`config.mk`:
```
export PLATFORM = sky130hd
export DESIGN_NAME = mem_port_arbiter
export DESIGN_NICKNAME = d
export VERILOG_FILES = /design/src/rtl/mem_port_arbiter.sv
export SDC_FILE = /design/constraint.sdc
export NUM_CORES = 1
export LEC_CHECK = 0
export ABC_AREA = 1
export CAP_MARGIN = 30
export CORE_ASPECT_RATIO = 2
export CORE_MARGIN = 5
export CORE_UTILIZATION = 45
export DETAILED_ROUTE_END_ITERATION = 7
export GPL_ROUTABILITY_DRIVEN = 0
export GPL_TIMING_DRIVEN = 0
export HOLD_SLACK_MARGIN = 0.08
export PLACE_DENSITY = 0.85
export SYNTH_ARGS = -nofsm -noshare
export SYNTH_HDL_FRONTEND = slang
export SYNTH_SLANG_ARGS = --single-unit
```
`constraint.sdc`:
```
create_clock -name clk -period 2.26 [get_ports clk]
set_input_delay 0.452 -clock clk [delete_from_list [all_inputs] [get_ports clk]]
set_output_delay 0.452 -clock clk [all_outputs]
set_load 0.005 [all_outputs]
```
`src/rtl/mem_port_arbiter.sv`:
```
// mem_port_arbiter: shares one byte-addressed RAM between instruction fetch (IF) and data (D) ports.
// Sequences the enable/MOC handshake, aligns byte data and flags misaligned, out-of-range or timed-out accesses.
// Optional feature: define ROUND_ROBIN_EN to alternate grants on simultaneous requests
// (default build: fixed D-over-IF priority).
module mem_port_arbiter #(
  parameter int unsigned MEM_BYTES   = 512,
  parameter int unsigned TIMEOUT     = 64,
  parameter int unsigned SYNC_STAGES = 2
) (
  input  logic        clk,
  input  logic        rst_n,
  input  logic        if_req_i,
  input  logic [31:0] if_addr_i,
  output logic [31:0] if_rdata_o,
  output logic        if_ack_o,
  input  logic        d_req_i,
  input  logic        d_rw_i,
  input  logic        d_byte_i,
  input  logic [31:0] d_addr_i,
  input  logic [31:0] d_wdata_i,
  output logic [31:0] d_rdata_o,
  output logic        d_ack_o,
  output logic        err_o,
  output logic        mem_en_o,
  output logic        mem_rw_o,
  output logic        mem_byte_o,
  output logic [31:0] mem_addr_o,
  output logic [31:0] mem_wdata_o,
  input  logic [31:0] mem_rdata_i,
  input  logic        mem_moc_i
);

  localparam int unsigned CNT_W = $clog2(TIMEOUT + 1);

  typedef enum logic [2:0] {IDLE, SETUP, STROBE, BUSY, RESP} state_t;

  state_t                 state_q, state_d;
  logic                   owner_q, owner_d;   // 1 = D port owns the current access
  logic                   rw_q, rw_d;
  logic                   byte_q, byte_d;
  logic                   en_q, en_d;
  logic                   if_ack_q, if_ack_d;
  logic                   d_ack_q, d_ack_d;
  logic                   err_q, err_d;
  logic [31:0]            addr_q, addr_d;
  logic [31:0]            wdata_q, wdata_d;
  logic [31:0]            rdata_q, rdata_d;
  logic [CNT_W-1:0]       cnt_q, cnt_d;
  logic [SYNC_STAGES-1:0] moc_sync_q;
  logic                   moc_s;

  logic                   grant_c;
  logic                   pick_c;             // 1 = grant goes to D
  logic                   sel_byte_c;
  logic [31:0]            sel_addr_c;
  logic [32:0]            last_byte_c;
  logic                   bad_c;

  assign moc_s = moc_sync_q[SYNC_STAGES-1];

  // MOC synchronizer; idles high so a reset RAM reads as "done"
  always_ff @(posedge clk or negedge rst_n) begin
    if (!rst_n) moc_sync_q <= '1;
    else        moc_sync_q <= {moc_sync_q[SYNC_STAGES-2:0], mem_moc_i};
  end

`ifdef ROUND_ROBIN_EN
  logic last_q;  // 1 = D was served last

  // Remember who won the most recent grant
  always_ff @(posedge clk or negedge rst_n) begin
    if (!rst_n)       last_q <= 1'b0;
    else if (grant_c) last_q <= pick_c;
  end

  // Ties go to the requester not served last
  always_comb begin
    pick_c = d_req_i;
    if (d_req_i && if_req_i) pick_c = ~last_q;
  end
`else
  // Fixed priority: D always wins
  always_comb begin
    pick_c = d_req_i;
  end
`endif

  // Grant selection and access legality check on the winner's fields
  always_comb begin
    grant_c     = (state_q == IDLE) && (d_req_i || if_req_i);
    sel_byte_c  = pick_c ? d_byte_i : 1'b0;
    sel_addr_c  = pick_c ? d_addr_i : if_addr_i;
    last_byte_c = {1'b0, sel_addr_c} + (sel_byte_c ? 33'd0 : 33'd3);
    bad_c       = (!sel_byte_c && (sel_addr_c[1:0] != 2'b00)) ||
                  (last_byte_c >= 33'(MEM_BYTES));
  end

  // State and registered outputs
  always_ff @(posedge clk or negedge rst_n) begin
    if (!rst_n) begin
      state_q  <= IDLE;
      owner_q  <= 1'b0;
      rw_q     <= 1'b0;
      byte_q   <= 1'b0;
      en_q     <= 1'b0;
      if_ack_q <= 1'b0;
      d_ack_q  <= 1'b0;
      err_q    <= 1'b0;
      addr_q   <= '0;
      wdata_q  <= '0;
      rdata_q  <= '0;
      cnt_q    <= '0;
    end else begin
      state_q  <= state_d;
      owner_q  <= owner_d;
      rw_q     <= rw_d;
      byte_q   <= byte_d;
      en_q     <= en_d;
      if_ack_q <= if_ack_d;
      d_ack_q  <= d_ack_d;
      err_q    <= err_d;
      addr_q   <= addr_d;
      wdata_q  <= wdata_d;
      rdata_q  <= rdata_d;
      cnt_q    <= cnt_d;
    end
  end

  // Next-state and next-output logic for the access sequencer
  always_comb begin
    state_d  = state_q;
    owner_d  = owner_q;
    rw_d     = rw_q;
    byte_d   = byte_q;
    addr_d   = addr_q;
    wdata_d  = wdata_q;
    rdata_d  = rdata_q;
    cnt_d    = cnt_q;
    en_d     = 1'b0;
    err_d    = 1'b0;
    if_ack_d = 1'b0;
    d_ack_d  = 1'b0;

    unique case (state_q)
      IDLE: begin
        if (grant_c) begin
          owner_d = pick_c;
          rw_d    = pick_c ? d_rw_i : 1'b0;
          byte_d  = sel_byte_c;
          addr_d  = sel_addr_c;
          wdata_d = !pick_c ? 32'd0 :
                    d_byte_i ? {d_wdata_i[7:0], 24'd0} : d_wdata_i;
          rdata_d = '0;
          if (bad_c) begin
            state_d = RESP;
            err_d   = 1'b1;
          end else begin
            state_d = SETUP;
          end
        end
      end
      SETUP: begin
        state_d = STROBE;
        en_d    = 1'b1;
        cnt_d   = '0;
      end
      STROBE: begin
        en_d = 1'b1;
        if (!moc_s) begin
          state_d = BUSY;
          cnt_d   = '0;
        end else if (cnt_q == CNT_W'(TIMEOUT - 1)) begin
          state_d = RESP;
          err_d   = 1'b1;
          en_d    = 1'b0;
        end else begin
          cnt_d = cnt_q + CNT_W'(1);
        end
      end
      BUSY: begin
        en_d = 1'b1;
        if (moc_s) begin
          state_d = RESP;
          en_d    = 1'b0;
          rdata_d = byte_q ? {24'd0, mem_rdata_i[31:24]} : mem_rdata_i;
        end else if (cnt_q == CNT_W'(TIMEOUT - 1)) begin
          state_d = RESP;
          err_d   = 1'b1;
          en_d    = 1'b0;
        end else begin
          cnt_d = cnt_q + CNT_W'(1);
        end
      end
      RESP: begin
        state_d = IDLE;
      end
      default: begin
        state_d = IDLE;
      end
    endcase

    // Exactly one ack accompanies the RESP cycle
    if (state_d == RESP) begin
      if_ack_d = ~owner_d;
      d_ack_d  = owner_d;
    end
  end

  assign if_rdata_o  = rdata_q;
  assign d_rdata_o   = rdata_q;
  assign if_ack_o    = if_ack_q;
  assign d_ack_o     = d_ack_q;
  assign err_o       = err_q;
  assign mem_en_o    = en_q;
  assign mem_rw_o    = rw_q;
  assign mem_byte_o  = byte_q;
  assign mem_addr_o  = addr_q;
  assign mem_wdata_o = wdata_q;

endmodule

```
==> results.md, run 1 <==
* Flip-flop and latch count after synthesis at 115
* Warnings, synthesis at 0
* Setup slack after placement at -826.2 ps
* Startpoint-to-endpoint class of the critical path: primary input to register
* Destination of the critical timing path: state_q[0]$_DFF_PN0_
* GRT Util Overall at 28.24%
* Layout area overhead at 66.33%
* Worst setup skew after layout at 10.65 ps
* Beginning of the critical path: if_addr_i[7]
* Most common cell type on the critical path: nand2_1
* Floorplan die width at 98.08 um
* Area of the die at 0.01826 mm2
* Fillers at roughly 1,100
* Synthesized Nets at 1,121
* Library cells used by synthesis at 40
* Total Negative Setup Slacks at -389.8 ps
* Mapped Cells at 984
* Number of enable-type register cells in the synthesized netlist at 0
* Number of input and output port buffers inserted at 267
* P per Cell Area at 670.0 mW/mm2
* Status: finished with violations
* Source of the worst register-to-register timing path: mem_byte_o$_DFFE_PN0P_
* Final Core Density at around 76%
* Pin slew with the least headroom to its limit at 803.4 ps
* Largest area contributor in the synthesized netlist: dfrtp_1
* List of cells traversed by the critical path: clkdlybuf4s50_1 > inv_1 > nand2_1 > nand2_2 > nor2_4 > nand2_4 > nor2_4 > nand2_1 > nand2_1 > nand2_1 > nor2_2 > nand2_1 > nor2_2 > nand2_1 > nor2_2 > nand2_2 > buf_4 > o21bai_2
* Largest net degree at the start of global routing at 70
* Share of layout cells above drive strength 1 at 22.71%
* Worst-case vdd ir drop at 0.0005323 V
* Detailed-route via count at 8,341
* Mean Syn Cell Area at roughly 7.1 um2
* PnR Total Power at 7781 uW
* Fin crit period at 2362 ps
* Most used flip-flop cell after synthesis: dfrtp_1
* Area occupied by multi-input gates at roughly 0.0039 mm2
* Most numerous cell in the Yosys netlist: nand2_1
* Part of the cycle the worst path needs at 104.5%
* Net total in the final layout at 1,454
* Worst reg-to-reg setup slack at about 230 ps
* Hold WS at 358.6 ps
* Maximum clock path buffer count at 2
* Depth of the CTS H-tree at 4
* Clock latency reported for the late side of the worst-skew pair at 420 ps
* Clock transition time at the flip-flop clock pins of the worst setup and hold paths at ~60 ps
* Critical Path Start Type: primary input
* Sum of overflow across all layers after global routing at 0
* WL/cell at slightly below 20 um
* Antenna violations before repair at 2
* Detailed Routing Iterations Pass 1 at 7
* P_leak at 0.005450 uW
* Sequential cell area at 0.002880 mm2
* Overall die height at 186.2 um
* Max capacitance violation total at 0
* Number of hold violations in the final report at 0
* Buffer cell driving the clock tree root: clkbuf_16
* Violations in the final reports: negative setup slack
* Area share of the largest cell type after synthesis at 40.50%
* Number of buffers inserted during clock tree synthesis at 17
* Peak Freq at 423.5 MHz
* Starting DRC count in detailed routing at between 600 and 700
* Clk sinks at 115
* Ranking of synthesized cells by area: dfrtp_1, nand2_1, nor2_1
* Wire length of the first global-routing pass at 40,160 um
* Min-Delay Path Class: register to register
* Proportion of synthesized chip area in sequential cells at 41.25%
* Cell Rows at 64
* DR vias/cell at 5.452
* Initial Utilization at 45.65%
* Cell with the largest stage delay on the worst path: clkdlybuf4s50_1
* Worst max-slew margin expressed relative to the limit at 46.44%
* Leading post-synthesis cells by instance count: nand2_1, dfrtp_1, nor2_1
* FF-to-FF path depth at 5
* Final wirelength at 29,490 um
* Vias in the first global route at around 8,000
* Synthesized cell area at 0.006982 mm2
* Worst-case setup margin in the final layout at -101.6 ps
* Core Area at 0.01529 mm2
* Worst path arrival time at 2710 ps
* Number of ports placed on the die boundary at ~270
* Final setup fails at 5
* TritonCTS clock tree: yes
* Sort of element at the end of the critical path: register
* DRC at 0
* Final max-slew violation count at 0
* Placed wire-length estimate after detailed placement at 20,480 um
* Antenna Nets Post-Route at 0
* Data required time of the critical path at 2610 ps
* Share of synthesized registers carrying an async set or reset at 100.0%
* Endpoint of the lowest-slack register-to-register path: d_rdata_o[27]$_DFFE_PN0P_
* Largest stage delay on the critical path at 480 ps
* Largest fanout on the critical path at 3
[critical path: cells and delay by family]
kind            cells  cell delay, ps
compound gates      1              90
buf+inv             3             670
simple gates       14            1490
[layout make-up]
class                      instances  area share [%]
antenna                            2         0.04310
multi-input combinational        694           33.22
buffer                            68           4.267
tap                              198           2.133
clock buffer                      19           3.814
sequential                       115           24.80
timing repair buffer             314           26.54
inverter                         107           3.610
clock inverter                    13           1.573
[layer usage]
metal  global-route usage [%]  share of wire, %
met5                        0                 0
met4                    21.63               7.9
met3                    4.890               7.1
met2                    54.40                54
met1                    25.70                31
[kinds of logic (layout without fill, tap and decap cells)]
family | after synthesis | in the layout | synth area share, %
and+or+nand+nor | 540 | 540 | 32.11
buffers and inverters | 175 | 521 | 12.60
AOI/OAI and AO/OA | 143 | 143 | 12.40
DFF | 115 | 115 | 41.25
muxes | 8 | 8 | 1.147
adders and majority gates | 2 | 2 | 0.3584
xor gates and xnor gates | 1 | 1 | 0.1255
other | 0 | 2 | 0
[power by group]
| part | total (uW) | internal [uW] | switching [uW] |
|---|---|---|---|
| sequential | 2520 | 2340 | 182 |
| combinational | 2380 | 1260 | 1120 |
| clock | 2890 | 1870 | 1020 |
| total | 7780 | 5460 | 2320 |
[registers in the layout, summed over array words and instances (netlist names)]
name / cells
if_ack_o: 1
moc_sync_q: 2
err_o: 1
mem_en_o: 1
mem_byte_o: 1
mem_wdata_o: 32
mem_rw_o: 1
cnt_q: 7
state_q: 3
mem_addr_o: 32
d_rdata_o: 32
owner_q: 1
d_ack_o: 1
[what timing repair did]
action | 4_1_cts | 5_1_grt
pin swaps | 20 | 71
cloned | 0 | 0
gates resized for setup | 44 | 168
hold endpoints to repair | 46 | 0
setup buffers | 12 | 34
hold buffers | 1 | 0
setup endpoints to repair | 104 | 68
[worst min-delay path by stage]
| stage | to | slack, ps | start | cells past startpoint |
|---|---|---|---|---|
| global route | moc_sync_q[1]$_DFF_PN1_ | 360 | moc_sync_q[0]$_DFF_PN1_ | 0 |
| floorplan | cnt_q[0]$_DFFE_PN0P_ | 160 | rst_n | 0 |
| finish | moc_sync_q[1]$_DFF_PN1_ | 360 | moc_sync_q[0]$_DFF_PN1_ | 0 |
| CTS | moc_sync_q[1]$_DFF_PN1_ | 360 | moc_sync_q[0]$_DFF_PN1_ | 0 |
| global placement | moc_sync_q[1]$_DFF_PN1_ | 350 | moc_sync_q[0]$_DFF_PN1_ | 0 |
| detailed placement | moc_sync_q[1]$_DFF_PN1_ | 350 | moc_sync_q[0]$_DFF_PN1_ | 0 |
[placed cells by master, fill, tap and decap left out, drive strengths merged, types with 12 or more instances in the layout]
master / n
o21ai: 79
buf: 98
dfrtp: 113
inv: 108
nand3: 55
dlymetal6s2s: 12
nand2: 346
nor2: 122
a21oi: 35
clkbuf: 38
clkdlybuf4s50: 249
a32o: 16
[metrics by stage]
stage,cell area [um2],cells
after floorplan,7005,984
after global placement,9926,1449
after detailed placement,9955,1450
after CTS,10810,1495
after global routing,11610,1530
final,11610,1530
Note: power is estimated with default switching activity, not from simulation.
==> run 2, diff against run 1 <==
--- a/config.mk
+++ b/config.mk
@@ -9,12 +9,12 @@
 export CAP_MARGIN = 30
 export CORE_ASPECT_RATIO = 2
 export CORE_MARGIN = 5
-export CORE_UTILIZATION = 45
+export CORE_UTILIZATION = 48
 export DETAILED_ROUTE_END_ITERATION = 7
 export GPL_ROUTABILITY_DRIVEN = 0
 export GPL_TIMING_DRIVEN = 0
 export HOLD_SLACK_MARGIN = 0.08
-export PLACE_DENSITY = 0.85
+export PLACE_DENSITY = 0.9
 export SYNTH_ARGS = -nofsm -noshare
 export SYNTH_HDL_FRONTEND = slang
 export SYNTH_SLANG_ARGS = --single-unit
==> constraint.sdc (replaced) <==
create_clock -name clk -period 2.8 [get_ports clk]
set_input_delay 0.56 -clock clk [delete_from_list [all_inputs] [get_ports clk]]
set_output_delay 0.56 -clock clk [all_outputs]
set_load 0.005 [all_outputs]
==> run 2 against run 1 <==
Compared with the run above: the run now ends clean; routed wire length is 9.3% lower; global-route usage increased by 2.9 points; hold slack gained 4.0 ps; total power is 21% lower; sequential share of layout area grew 2.2 points; critical path depth did not move; register-to-register slack gained 160 ps; cell count decreased by 3.3%; via count decreased by 5.1%; critical path type unchanged; largest cell class unchanged.
==> results.md, run 2 (synthesis results as in run 1) <==
* Total Negative Setup Slacks at 0 ps (+389.8 ps)
* Detailed Routing Iterations Pass 1 at 5 (-2)
* Fraction of power consumed by combinational cells at 27.5% (-3.0 points)
* Fin crit period at 2626 ps
* List of cells traversed by the critical path: clkdlybuf4s50_1 > nand2_1 > nand2_1 > nand2_4 > inv_2 > nand2_1 > nor2_2 > nand2_1 > nor2_2 > nand2_1 > nand2_1 > nand2_1 > nor2_1 > nand2_1 > nor2_2 > nand2_2 > nand2_4 > nand2_1
* Max capacitance violation total at 0 (unchanged)
* Critical Path Start Type: primary input
* Met1 WL at 8070 um (-12%)
* Setup slack after placement at -595.1 ps (+231.1 ps)
* Worst path arrival time at 2910 ps (+200 ps)
* Worst max-slew margin expressed relative to the limit at 38.06% (-8.4 points)
* Fillers at 1,046 (-0.76%)
* Share of total power in the clock network at 39.4% (+2.3 points)
* Hold WS at 362.6 ps (+3.971 ps)
* Initial Utilization at 48.65% (+3.0 points)
* Area occupied by multi-input gates at 0.003268 mm2 (-15%)
* Most common cell type on the critical path: nand2_1
* Layout area overhead at 52.58%
* DRC at 0 (unchanged)
* Final max-slew violation count at 0 (unchanged)
* Clock latency reported for the late side of the worst-skew pair at 420 ps (about the same)
* DR vias/cell at 5.350 (-1.9%)
* Pin slew with the least headroom to its limit at 919.3 ps (+115.9 ps)
* Internal Pwr Total at 4436 uW (-19%)
* Final wirelength at 26,750 um (-9.3%)
* Antenna diode count at 0 (-2)
* Leading cell type in the layout, fill and taps excluded: nand2_1
* Most frequent cells in the layout: nand2_1, clkdlybuf4s50_1, dfrtp_1
* Cell with the largest stage delay on the worst path: clkdlybuf4s50_1
* Area after DPL at 0.009923 mm2 (-0.31%)
* Sum of overflow across all layers after global routing at 0 (unchanged)
* Startpoint-to-endpoint class of the critical path: primary input to register
* Peak Freq at 380.8 MHz
* Starting DRC count in detailed routing at 454 (-26%)
* Antenna violations before repair at 0 (-2)
* Final Cell Area at 0.01065 mm2 (-8.3%)
* Number of buffers inserted during clock tree synthesis at 17 (unchanged)
* Final setup fails at 0 (-5)
* Min-Delay Path Class: register to register
* P_leak at 0.005009 uW (-8.1%)
* GRT Util Overall at 31.11% (+2.9 points)
* Core Area at 0.01435 mm2 (-6.2%)
* Area of the die at 0.01720 mm2 (-5.8%)
* Depth of the CTS H-tree at 4 (unchanged)
* Status: finished clean
* Sequential cell fraction of total power at 33.1% (+0.7 points)
* Part of the cycle the worst path needs at 93.79%
* Setup repair after global routing missed its margin: no
* Wire length of the first global-routing pass at 41,060 um (+2.2%)
* Sequential cell area at 0.002880 mm2 (unchanged)
* Floorplan die width at 95.28 um (-2.8%)
* Clock transition time at the flip-flop clock pins of the worst setup and hold paths at 60 ps (about the same)
* Largest fanout on the critical path at 5 (+2)
* Buffer cell driving the clock tree root: clkbuf_16
* Maximum clock path buffer count at 2 (unchanged)
* Worst-case vdd ir drop at 0.0004098 V (-23%)
* Antenna Nets Post-Route at 0 (unchanged)
* Top routing layer used: met4
* P_sw at 1714 uW (-26%)
* Largest net degree at the start of global routing at 87 (+24%)
* Cell Rows at 62 (-3.1%)
* Share of layout cells above drive strength 1 at 11.11% (-12 points)
* TritonCTS clock tree: yes
* Worst-case setup margin in the final layout at 173.7 ps (+275.3 ps)
* Met3 layer wire length in the routed design at 2143 um (+2.9%)
* Data required time of the critical path at 3080 ps (+470 ps)
* P per Cell Area at 577.4 mW/mm2 (-14%)
* WL/cell at 18.09 um (-6.2%)
* Number of buffers and inverters on the critical path at 2 (-1)
* Number of input and output port buffers inserted at 267 (unchanged)
* Number of ports placed on the die boundary at 269 (unchanged)
* Number of hold violations in the final report at 0 (unchanged)
* Overall die height at 180.6 um (-3.0%)
* Detailed-route via count at 7,913 (-5.1%)
* Met2 routed WL at 14,300 um (-10%)
* Worst setup skew after layout at 12.53 ps (+1.883 ps)
* Largest stage delay on the critical path at 470 ps (about the same)
* Cell family with most CP delay: simple AND/OR/NAND/NOR gates
* Sort of element at the end of the critical path: register
* Clk sinks at 115 (unchanged)
* Vias in the first global route at 8,015 (-0.087%)
* Share of total power consumed by net switching at 27.87% (-1.9 points)
* Placed wire-length estimate after detailed placement at 20,860 um (+1.9%)
* Net total in the final layout at 1,411 (-3.0%)
* PnR Total Power at 6151 uW (-21%)
==> run 2: power by group through the flow <==
| stage | Sequential (uW) | Combinational, uW | Clock [uW] |
|---|---|---|---|
| final | 2040 | 1690 | 2420 |
| after global routing | 2060 | 1820 | 2510 |
| after CTS | 2030 | 1680 | 2440 |
| after detailed placement | 2060 | 1660 | 0 |
| after global placement | 2040 | 1610 | 0 |
| after floorplan | 2050 | 623 | 0 |
==> run 2: metal layers <==
| layer | GRT usage (%) | up-vias |
|---|---|---|
| li1 | - | 3674 |
| met1 | 27.74 | 3642 |
| met2 | 57.06 | 443 |
| met3 | 7.522 | 154 |
| met4 | 23.37 | 0 |
| met5 | 0 | - |
==> run 2: layout make-up <==
cell class	instances	share of cell area [%]
multi-input combinational	694	30.68
sequential	115	27.04
timing repair buffer	271	25.58
buffer	68	4.440
clock buffer	20	4.287
inverter	107	3.817
tap	192	2.255
clock inverter	12	1.903
==> run 2: final timing paths <==
path                                         start                          to  slack (ps)  cells after the start
setup / recovery                       d_addr_i[3]        state_q[2]$_DFF_PN0_         170                     18
hold / removal             moc_sync_q[0]$_DFF_PN1_     moc_sync_q[1]$_DFF_PN1_         360                      0
setup reg to reg              state_q[1]$_DFF_PN0_        cnt_q[5]$_DFFE_PN0P_         390                     13
hold reg to reg            moc_sync_q[0]$_DFF_PN1_     moc_sync_q[1]$_DFF_PN1_         360                      0
max in group asynchronous                    rst_n     moc_sync_q[1]$_DFF_PN1_        1430                      3
min in group asynchronous                    rst_n  mem_wdata_o[7]$_DFFE_PN0P_         610                      2
==> run 2: what timing repair did <==
item / CTS / global route
pin swaps: 0 / 2
hold buffers: 1 / 0
setup endpoints to repair: 5 / 6
endpoints found under the hold margin: 29 / 0
buffers inserted: 0 / 2
gates resized for setup: 5 / 7
==> run 2: metrics by stage <==
step	instances	utilization, %
floorplan	984	-
global placement	1443	68.95
detailed placement	1444	69.15
CTS	1477	73.89
global route	1479	74.23
finish	1479	74.23
==> run 3, diff against run 2 <==
--- a/config.mk
+++ b/config.mk
@@ -8,10 +8,8 @@
 export ABC_AREA = 1
 export CAP_MARGIN = 30
 export CORE_ASPECT_RATIO = 2
-export CORE_MARGIN = 5
 export CORE_UTILIZATION = 48
 export DETAILED_ROUTE_END_ITERATION = 7
-export GPL_ROUTABILITY_DRIVEN = 0
 export GPL_TIMING_DRIVEN = 0
 export HOLD_SLACK_MARGIN = 0.08
 export PLACE_DENSITY = 0.9
==> run 3 against run 2 <==
Compared with the run above: first-iteration DRC count is 5.7% lower; largest cell class unchanged; routed wire length shrank 1.1%; highest routed layer unchanged; critical path type unchanged; die area decreased by 12%; cell count shrank 0.14%; global-route usage is 4.6 points higher; critical endpoint is now err_o$_DFF_PN0_; combinational power about the same; count of clock-buffer cells in the layout rose by 2.
==> results.md, run 3 (synthesis results as in run 1) <==
* Status: finished clean
* Number of buffers inserted during clock tree synthesis at 17 (unchanged)
* Worst-case vdd ir drop at 0.0004248 V (+3.7%)
* Data required time of the critical path at 3080 ps (about the same)
* Detailed-route via count at 7,851 (-0.78%)
* Worst path arrival time at 2960 ps (+50 ps)
* Worst max-slew margin expressed relative to the limit at 48.16% (+10 points)
* Initial Utilization at 48.91% (+0.26 points)
* Number of ports placed on the die boundary at 269 (unchanged)
* Clock latency reported for the late side of the worst-skew pair at 410 ps (about the same)
* Layout area overhead at 52.10%
* GRT Util Overall at 35.68% (+4.6 points)
* Pin slew with the least headroom to its limit at 777.7 ps (-141.7 ps)
* Most frequent cells in the layout: nand2_1, clkdlybuf4s50_1, dfrtp_1
* Placed wire-length estimate after detailed placement at 20,740 um (-0.58%)
* Startpoint-to-endpoint class of the critical path: primary input to register
* Final wirelength at 26,440 um (-1.1%)
* Area of the die at 0.01506 mm2 (-12%)
* Antenna diode count at 0 (unchanged)
* Max capacitance violation total at 0 (unchanged)
* Number of input and output port buffers inserted at 267 (unchanged)
* GRT met3 Usage at 8.496% (+0.97 points)
* Largest fanout on the critical path at 6 (+1)
* Buffer cell driving the clock tree root: clkbuf_16
* Number of hold violations in the final report at 0 (unchanged)
* Leading cell type in the layout, fill and taps excluded: nand2_1
* Gr busiest metal: met2
* Detailed Routing Iterations Pass 1 at 5 (unchanged)
* List of cells traversed by the critical path: clkdlybuf4s50_1 > inv_1 > nand2_1 > nand3_4 > o21ai_0 > inv_1 > ha_1 > inv_1 > nand2_4 > nand2_2 > nor2_4 > nand2_2 > nand2_1 > nand2_1 > inv_1 > nand3_2 > nor2_1 > nand2_1 > nor2_2 > nand2_2 > nand2_2 > nand2_1
* Share of layout cells above drive strength 1 at 11.36% (+0.25 points)
* Number of placed instances with taps included at 1,444 (unchanged)
* Worst reg-to-reg setup slack at 430 ps (+40 ps)
* Wire length of the first global-routing pass at 40,240 um (-2.0%)
* Final setup fails at 0 (unchanged)
* Largest net degree at the start of global routing at 94 (+8.0%)
* Met2 usage at 65.10% (+8.0 points)
* Critical Path Start Type: primary input
* Cell with the largest stage delay on the worst path: clkdlybuf4s50_1
* Cell Rows at 62 (unchanged)
* WL/cell at 17.90 um (-1.0%)
* Number of cells on the worst hold path at 0 (unchanged)
* Setup slack after placement at -705.8 ps (-110.7 ps)
* Clock transition time at the flip-flop clock pins of the worst setup and hold paths at 50 ps (about the same)
* Hold WS at 352.4 ps (-10.18 ps)
* Fin crit period at 2681 ps (+54.51 ps)
* Vias in the first global route at 7,946 (-0.86%)
* Final max-slew violation count at 0 (unchanged)
* Sum of overflow across all layers after global routing at 0 (unchanged)
* Number of buffers and inverters on the critical path at 5 (+3)
* P_leak at 0.004990 uW (-0.38%)
* Net total in the final layout at 1,409 (-0.14%)
* Overall die height at 172.6 um (-4.4%)
* Core Area at 0.01427 mm2 (-0.54%)
* Maximum clock path buffer count at 2 (unchanged)
* Cell family with most CP delay: simple AND/OR/NAND/NOR gates
* Antenna Nets Post-Route at 0 (unchanged)
* FF-to-FF path depth at 13 (unchanged)
* Total Negative Setup Slacks at 0 ps (unchanged)
* Clk sinks at 115 (unchanged)
* Final weighted congestion in routability-driven placement at 1.024
* Met1 track demand over resource at 31.87% (+4.1 points)
* Floorplan die width at 87.28 um (-8.4%)
* Sort of element at the end of the critical path: register
* DRC at 0 (unchanged)
* DR vias/cell at 5.316 (-0.65%)
* P per Cell Area at 571.7 mW/mm2 (-0.99%)
* Most common cell type on the critical path: nand2_1
* Starting DRC count in detailed routing at 428 (-5.7%)
* Worst setup skew after layout at 5.211 ps (-7.324 ps)
* Antenna violations before repair at 0 (unchanged)
* Number of standard cells in the layout, taps in and fillers out at 1,477 (-0.14%)
* Min-Delay Path Class: register to register
* PnR Total Power at 6071 uW (-1.3%)
* Buffers inserted during post-CTS setup optimization at 0 (unchanged)
* Depth of the CTS H-tree at 4 (unchanged)
* Part of the cycle the worst path needs at 95.74% (+1.9 points)
* TritonCTS clock tree: yes
* Largest stage delay on the critical path at 430 ps (-40 ps)
* Levels on crit path at 22 (+4)
* Peak Freq at 373.0 MHz (-2.0%)
* Worst-case setup margin in the final layout at 119.2 ps (-54.51 ps)
[run 3: metrics by stage]
step | area, um2 | util, %
finish | 10620 | 74.40
global route | 10620 | 74.40
CTS | 10580 | 74.11
detailed placement | 9923 | 69.52
global placement | 9894 | 69.32
floorplan | 6982 | -
[run 3: layer usage]
layer  wire, um  up-vias  part of all wire (%)
met5          0        -                     0
met4       2142        0                   8.1
met3       1753      131                   6.6
met2      14510      359                    55
met1       8040     3691                    30
li1           -     3670                     -
[run 3: layout make-up]
| class | instances | area, um2 |
|---|---|---|
| Fill cell | 1144 | 3655 |
| Multi-Input combinational cell | 694 | 3272 |
| Sequential cell | 115 | 2880 |
| Timing Repair Buffer | 269 | 2710 |
| Clock buffer | 22 | 484.2 |
| Buffer | 68 | 473.0 |
| Inverter | 107 | 406.6 |
| Tap cell | 192 | 240.2 |
| Clock inverter | 10 | 152.6 |
[run 3: repair_timing]
item	in CTS	in global routing
resized for setup	4	11
pin swaps	0	2
hold buffers	1	0
endpoints found under the hold margin	22	0
endpoints found under the setup margin	5	8
[run 3: report_power, final]
| group | total (uW) | internal [uW] | switching, uW | leakage, uW |
|---|---|---|---|---|
| clock network | 2340 | 1580 | 766 | 0.000316 |
| registers | 2040 | 1890 | 156 | 0.00146 |
| logic | 1690 | 917 | 771 | 0.00321 |
[run 3: final timing paths]
kind	endpoint	startpoint
max in group asynchronous	moc_sync_q[0]$_DFF_PN1_	rst_n
min	moc_sync_q[1]$_DFF_PN1_	moc_sync_q[0]$_DFF_PN1_
min reg2reg	moc_sync_q[1]$_DFF_PN1_	moc_sync_q[0]$_DFF_PN1_
max	err_o$_DFF_PN0_	d_addr_i[1]
max reg2reg	cnt_q[5]$_DFFE_PN0P_	state_q[1]$_DFF_PN0_
min in group asynchronous	mem_wdata_o[3]$_DFFE_PN0P_	rst_n
